===== config.mk =====
export PLATFORM = sky130hd
export DESIGN_NAME = pulse_swallow_ctrl
export DESIGN_NICKNAME = d
export VERILOG_FILES = /design/src/rtl/pulse_swallow_ctrl.sv
export SDC_FILE = /design/constraint.sdc
export NUM_CORES = 1
export LEC_CHECK = 0
export ABC_AREA = 1
export CAP_MARGIN = 20
export CORE_ASPECT_RATIO = 1.4
export CORE_MARGIN = 5
export CORE_UTILIZATION = 59
export DETAILED_ROUTE_END_ITERATION = 8
export HOLD_SLACK_MARGIN = 0.08
export PLACE_DENSITY_LB_ADDON = 0.08
export SLEW_MARGIN = 5
export SYNTH_ARGS = -nofsm -noshare
export SYNTH_HDL_FRONTEND = slang
export SYNTH_SLANG_ARGS = --single-unit

===== constraint.sdc =====
create_clock -name clk_in -period 2.9 [get_ports clk_in]
set_input_delay 0.435 -clock clk_in [delete_from_list [all_inputs] [get_ports clk_in]]
set_output_delay 0.435 -clock clk_in [all_outputs]
set_load 0.02 [all_outputs]

===== src/rtl/pulse_swallow_ctrl.sv =====
// pulse_swallow_ctrl: modulus controller closing the mod/clk_out loop of a divide-by-3/4 prescaler
//
// Total division N = 3*P + S input cycles per output period. The first S
// prescaler cycles of each period run at /4 and the remaining P-S cycles run at /3.
//
// Build option: define DUTY_50_EN for a near-50% duty clk_out
// (high while pcnt < P/2). Without it, clk_out is a one-cycle pulse equal to period_done.
//
// Ports:
//   clk_in      in   prescaler output clock, the only clock
//   rstn        in   synchronous active-low reset
//   p_val       in   requested program count P (valid range 2..2^P_WIDTH-1)
//   s_val       in   requested swallow count S (must be <= P)
//   load        in   one-cycle strobe that samples p_val/s_val
//   mod         out  prescaler modulus select: 1 = /4, 0 = /3
//   clk_out     out  divided output clock
//   period_done out  one-cycle pulse on the last prescaler cycle of each period
//   cfg_err     out  sticky flag: the most recent load was invalid
module pulse_swallow_ctrl #(
    parameter int P_WIDTH = 6,
    parameter int S_WIDTH = 6
) (
    input  logic               clk_in,
    input  logic               rstn,
    input  logic [P_WIDTH-1:0] p_val,
    input  logic [S_WIDTH-1:0] s_val,
    input  logic               load,
    output logic               mod,
    output logic               clk_out,
    output logic               period_done,
    output logic               cfg_err
);
    typedef enum logic {IDLE, RUN} state_t;
    state_t             state_q, state_d;
    logic [P_WIDTH-1:0] pcnt_q, pcnt_d, p_act_q, p_act_d, p_pend_q, p_pend_d;
    logic [S_WIDTH-1:0] s_act_q, s_act_d, s_pend_q, s_pend_d;
    logic               pend_vld_q, pend_vld_d, cfg_err_q, cfg_err_d;
    logic               mod_q, mod_d, clk_out_q, clk_out_d, done_q, done_d;
    logic               load_ok, wrap;
    assign load_ok = load && (p_val >= P_WIDTH'(2)) && (P_WIDTH'(s_val) <= p_val);
    assign wrap    = (state_q == RUN) && (pcnt_q == p_act_q - P_WIDTH'(1));
    always_ff @(posedge clk_in) begin
        if (!rstn) begin
            state_q    <= IDLE;
            pcnt_q     <= '0;
            p_act_q    <= '0;
            s_act_q    <= '0;
            p_pend_q   <= '0;
            s_pend_q   <= '0;
            pend_vld_q <= 1'b0;
            cfg_err_q  <= 1'b0;
            mod_q      <= 1'b0;
            clk_out_q  <= 1'b0;
            done_q     <= 1'b0;
        end else begin
            state_q    <= state_d;
            pcnt_q     <= pcnt_d;
            p_act_q    <= p_act_d;
            s_act_q    <= s_act_d;
            p_pend_q   <= p_pend_d;
            s_pend_q   <= s_pend_d;
            pend_vld_q <= pend_vld_d;
            cfg_err_q  <= cfg_err_d;
            mod_q      <= mod_d;
            clk_out_q  <= clk_out_d;
            done_q     <= done_d;
        end
    end
    always_comb begin
        state_d    = state_q;
        pcnt_d     = pcnt_q;
        p_act_d    = p_act_q;
        s_act_d    = s_act_q;
        p_pend_d   = p_pend_q;
        s_pend_d   = s_pend_q;
        pend_vld_d = pend_vld_q;
        cfg_err_d  = load ? !load_ok : cfg_err_q;
        if (state_q == IDLE) begin
            pcnt_d = '0;
            if (load_ok) begin
                state_d = RUN;
                p_act_d = p_val;
                s_act_d = s_val;
            end
        end else if (wrap) begin
            // A load arriving on the wrap cycle beats any older pending value.
            pcnt_d     = '0;
            pend_vld_d = 1'b0;
            if (load_ok) begin
                p_act_d = p_val;
                s_act_d = s_val;
            end else if (pend_vld_q) begin
                p_act_d = p_pend_q;
                s_act_d = s_pend_q;
            end
        end else begin
            pcnt_d = pcnt_q + P_WIDTH'(1);
            if (load_ok) begin
                p_pend_d   = p_val;
                s_pend_d   = s_val;
                pend_vld_d = 1'b1;
            end
        end
        // Outputs are decoded from next state so they line up with pcnt_q.
        mod_d  = (state_d == RUN) && (pcnt_d < P_WIDTH'(s_act_d));
        done_d = (state_d == RUN) && (pcnt_d == p_act_d - P_WIDTH'(1));
`ifdef DUTY_50_EN
        clk_out_d = (state_d == RUN) && (pcnt_d < (p_act_d >> 1));
`else
        clk_out_d = done_d;
`endif
    end
    assign mod         = mod_q;
    assign clk_out     = clk_out_q;
    assign period_done = done_q;
    assign cfg_err     = cfg_err_q;
endmodule


-- Yosys cells after proc, flatten, opt, wreduce, memory -nomap -nowiden
Index checks and enable logic that the tools add are counted.
- flip-flop bits (word level): 35
- input port bits: 15
- output and inout port bits: 4
- word-level logic and storage cells: 44
- eq/ne operators: 2
- add/sub/neg operators: 3
- order comparisons: 3
- mux-type cells: 16
- reductions and logical operators: 9
- bitwise operators: 1
- operators with widths (operator ; number):
    6-bit 2-to-1 mux ; 12
    6-bit equality test ; 2
    6-bit by 1-bit subtractor with 6-bit output, second input constant ; 2
    6-bit by 1-bit adder with 6-bit output, second input constant ; 1
    6-bit by 2-bit greater-or-equal comparator with 1-bit output, second input constant ; 1
    6-bit less-or-equal comparator ; 1
    6-bit < comparator ; 1
    1-bit logical AND ; 5
    1-bit 2-to-1 mux ; 4
    3-bit AND reduction ; 1
    2-bit AND reduction ; 1
    2-bit nonzero test ; 1
    1-bit zero test ; 1
    1-bit inverter ; 1

-- Logic depth before layout (Yosys ltp)
- depth in word-level cells: 9
- gate-level depth with buffers: 24
- depth with buffers taken out: 23

-- Worst setup path before layout
No wires, ideal clock.
- path kind: input port to flip-flop
- start: input port p_val[5]
- end: register done_q (netlist: period_done)
- setup slack: 0.342 ns
- stages on the path: 19
- buffers on the path: 0
- data arrival time: 2.494 ns
- path through: inv_1 > ha_1 > nand2_1 > nor2_1 > nand3_1 > a21oi_1 > nand2_1 > nand2_1 > nand2_1 > nand3_1 > inv_1 > ha_1 > nand3_1 > nand4_1 > nor2_1 > nand2_1 > nor2_1 > nand2_1 > nor2_1
- longest elaborated chain between the ends: 9
- elaborated cells on any way between the ends: 13
- classes of those cells: add/sub (1); order compare (2); eq/ne (1); mux (6); reduce/logical (3)
- RTL lines (item ; RTL line ; text):
    from (decl) ; 25 ; input logic [P_WIDTH-1:0] p_val,
    6-bit by 2-bit greater-or-equal comparator with 1-bit output ; 40 ; assign load_ok = load && (p_val >= P_WIDTH'(2)) && (P_WIDTH'(s_val) <= p_val);
    1-bit logical AND (2 in series) ; 40 ;
    6-bit 2-to-1 mux ; 89 ; if (load_ok) begin
    6-bit 2-to-1 mux ; 85 ; end else if (wrap) begin
    6-bit 2-to-1 mux ; 78 ; if (state_q == IDLE) begin
    6-bit by 1-bit subtractor with 6-bit output ; 106 ; done_d = (state_d == RUN) && (pcnt_d == p_act_d - P_WIDTH'(1));
    6-bit equality test ; 106 ;
    1-bit logical AND (*) ; 106 ;
    to (signal assigned) ; 66 ; done_q <= done_d;
    to (decl) ; 38 ; logic mod_q, mod_d, clk_out_q, clk_out_d, done_q, done_d;
Every way passes the cells marked *; elsewhere a longest branch is shown, timed or not.
A chain may end at the register's enable or synchronous reset.

-- Worst setup path in the final report
- start: register p_act_q[0]
- end: register mod_q (netlist: mod)
- longest elaborated chain between the ends: 7
- elaborated cells on any way between the ends: 9
- classes of those cells: add/sub (1); order compare (1); eq/ne (1); mux (4); reduce/logical (2)
- RTL lines (item ; RTL line ; text):
    from (decl) ; 35 ; logic [P_WIDTH-1:0] pcnt_q, pcnt_d, p_act_q, p_act_d, p_pend_q, p_pend_d;
    from (signal assigned) ; 58 ; p_act_q <= p_act_d;
    6-bit by 1-bit subtractor with 6-bit output ; 41 ; assign wrap = (state_q == RUN) && (pcnt_q == p_act_q - P_WIDTH'(1));
    6-bit equality test ; 41 ;
    1-bit logical AND ; 41 ;
    6-bit 2-to-1 mux ; 85 ;
    6-bit 2-to-1 mux ; 78 ;
    via pcnt_d[5] ; 35 ;
    6-bit < comparator ; 105 ; mod_d = (state_d == RUN) && (pcnt_d < P_WIDTH'(s_act_d));
    1-bit logical AND ; 105 ;
    to (signal assigned) ; 64 ; mod_q <= mod_d;
    to (decl) ; 38 ;
The timed path passes the listed nets, and every way through them passes these cells.

==> results.json <==
{
  "grt_pass1_vias": 2557,
  "vias": 2630,
  "r2r_slack_ns": 0.16,
  "antenna_found_initial": 0,
  "placed_area_um2": 2900,
  "pin_count": 19,
  "min_to": "s_pend_q[0]$_SDFFE_PN0P_",
  "rows": 28,
  "clk_path_buf_depth": 2,
  "synthTopCellsByArea": "dfxtp_1, nand2_1, inv_1",
  "syn2layout_area_growth_pct": 31.0,
  "syn-cell-area_um2": 2480,
  "final_nets": 476,
  "wl_mm": 6.84,
  "timing.rr.end": "mod$_SDFF_PN0_",
  "min_path_cells": 2,
  "critical_path_class": "flop to flop",
  "r2r_start": "p_act_q[0]$_SDFF_PN0_",
  "synth_cells": 392,
  "min_period_ns": 2.74,
  "drc": 0,
  "slew_violations": 0,
  "clk_latency_ns": 0.29,
  "via_per_inst": 5.33,
  "cp_slowest_stage_delay_ns": 0.39,
  "synth_cell_types": 30,
  "design_area_um2": 3250,
  "cts_buffers": 5,
  "finalCritPeriodShare": 0.946,
  "drive_gt1_frac": 0.228,
  "tns_ns": 0,
  "drt-pass1-iter-count": 4,
  "gr-usage-all-layers": 0.260,
  "critPathArrivalTime_ns": 2.96,
  "peakVddDrop_mv": 0.460,
  "antenna_left": 0,
  "reg2regPathDepth": 14,
  "cts_hold_buffers": 0,
  "p_leak_nw": 1.68,
  "portBuffers": 18,
  "grt_overflow_total": 0,
  "synth_nets": 421,
  "endpoint_kind": "flop",
  "fmax_mhz": 365,
  "hold_path.startpoint": "s_pend_q[0]$_SDFFE_PN0P_",
  "min_path_type": "flop to flop",
  "cts_tree": "yes",
  "final_hold_viol_count": 0,
  "status": "finished clean",
  "globalplace.congestion": 0.914,
  "grt_max_degree": 21,
  "slowest_stage": "dfxtp_2",
  "tightest_slew_ns": 0.610,
  "clkSinkCount": 35,
  "diodes": 0,
  "final-setup-viol-count": 0,
  "maxCapViolations": 0,
  "place_hpwl_mm": 5.05,
  "crit_path_max_fanout": 8,
  "path_buf_inv": 3,
  "powerDensity_nw_per_um2": 485,
  "htree_levels": 2,
  "crit_required_ns": 3.12,
  "initial_core_util": 0.595,
  "ys_seq_area_frac": 0.282,
  "die_w_um": 64.8,
  "clk_pin_slew_ns": 0.08,
  "routedWlPerCell_um": 13.9,
  "clock-root-buffer": "clkbuf_8",
  "crit_path_start_kind": "flop",
  "core-area_um2": 4170,
  "grt_first_pass_wirelength_mm": 11.4,
  "synth_commonest_cells": "nand2_1, inv_1, nor2_1, dfxtp_1, nand3_1",
  "die_h_um": 86.7,
  "synth.most_common_cell": "nand2_1",
  "first_iter_violations": 146,
  "cp_top_family": "simple AND/OR/NAND/NOR gates",
  "crit_chain": "inv_2 > ha_1 > or2_2 > nand2_1 > nor2_4 > nand3_4 > o21ai_4 > buf_4 > or2_2 > inv_1 > ha_1 > a21oi_1 > o211ai_1 > a21oi_1",
  "synth_edf_count": 0,
  "fin_skew_ns": 0.00625,
  "synth_top_area_share": 0.282,
  "synth_ff_type": "dfxtp_1",
  "syn_area_per_cell_um2": 6.33,
  "yosys_warnings": 0,
  "slew_headroom": 0.593,
  "die-area_um2": 5620,
  "synth-seq-cells": 35,
  "yosys.area.top_type": "dfxtp_1",
  "async_flop_share": 0
}
-- kinds of logic (layout without fill, tap and decap cells) --
logic type | after synthesis | after routing | synth area share
AND/OR/NAND/NOR | 211 | 212 | 0.379
buffers and inverters | 66 | 121 | 0.107
AO/OA/AOI/OAI | 59 | 59 | 0.134
flip-flops | 35 | 35 | 0.282
adder cells (fa/ha/maj) | 14 | 14 | 0.0706
multiplexers | 4 | 4 | 0.0161
XOR/XNOR | 3 | 3 | 0.0106
-- sequential cells by signal, summed over array words and instances (netlist names) --
signal	count
p_act_q	6
p_pend_q	6
pcnt_q	6
s_act_q	6
s_pend_q	6
cfg_err	1
mod	1
pend_vld_q	1
period_done	1
state_q	1
-- cell usage in the layout (no fill, tap or decap), drive strengths merged --
cell           instances
nand2                126
mux2i                  4
nand3                 32
o211ai                 1
a21oi                 21
or2                    2
dfxtp                 35
dlymetal6s2s           8
a22oi                  4
ha                    14
nor2                  48
nor3                   2
nand4                  1
o21ai                 25
a211oi                 2
o22ai                  6
buf                   41
inv                   54
xor2                   3
clkbuf                 6
nand3b                 1
clkdlybuf4s50         10
bufinv                 2
-- through the flow --
step / hold slack [ns] / instances / utilization / total power, W / setup slack, ns
finish: 0.465 / 493 / 0.780 / 0.00158 / 0.157
global route: 0.512 / 493 / 0.780 / 0.00168 / -0.0148
CTS: 0.461 / 484 / 0.730 / 0.00153 / 0.0333
detailed placement: 0.451 / 476 / 0.696 / 0.00100 / -0.320
global placement: 0.450 / 476 / 0.696 / 0.000992 / -0.199
floorplan: 0.424 / 392 / - / 0.000847 / 0.342
-- per-layer routing --
layer | up-vias | part of all wire | GRT usage
met1 | 1194 | 0.40 | 0.290
li1 | 1363 | - | -
met2 | 60 | 0.54 | 0.482
met4 | 0 | 0.022 | 0.110
met3 | 13 | 0.039 | 0.0376
met5 | - | 0 | 0
-- report_power, final --
part / total, W / switching, W / internal [W]
registers: 0.000540 / 0.0000277 / 0.000512
clock network: 0.000534 / 0.000190 / 0.000344
logic: 0.000504 / 0.000290 / 0.000214
-- repair_timing --
item                                   4_1_cts  5_1_grt
setup endpoints to repair                    1        2
buffers inserted                             0        8
endpoints found under the hold margin        0        0
resized for setup                            2       39
pin swaps                                    0       14
cloned                                       0        1
-- worst reg2reg max path: cells and delay by family, from the launching register on --
kind,cells,cell delay (ns)
AO/OA/AOI/OAI,4,0.54
flip-flops,1,0.39
AND/OR/NAND/NOR,5,0.86
buffers and inverters,3,0.31
adder cells (fa/ha/maj),2,0.56
-- worst max path at each step --
stage                             endpoint             startpoint  depth (start not counted)
detailed placement          mod$_SDFF_PN0_               p_val[5]                         15
floorplan           period_done$_SDFF_PN0_               p_val[5]                         19
CTS                         mod$_SDFF_PN0_               p_val[5]                         16
global placement            mod$_SDFF_PN0_               p_val[3]                         17
finish                      mod$_SDFF_PN0_  p_act_q[0]$_SDFF_PN0_                         14
global route        period_done$_SDFF_PN0_               s_val[2]                         20
-- area by class of cell --
type	instances	area (µm²)
multi-input combinational	292	1650
fill	306	918
sequential	35	703
timing repair buffer	59	508
inverter	54	203
clock buffer	6	72.6
clock inverter	2	60.1
tap	45	56.3
Note: power is estimated with default switching activity, not from simulation.
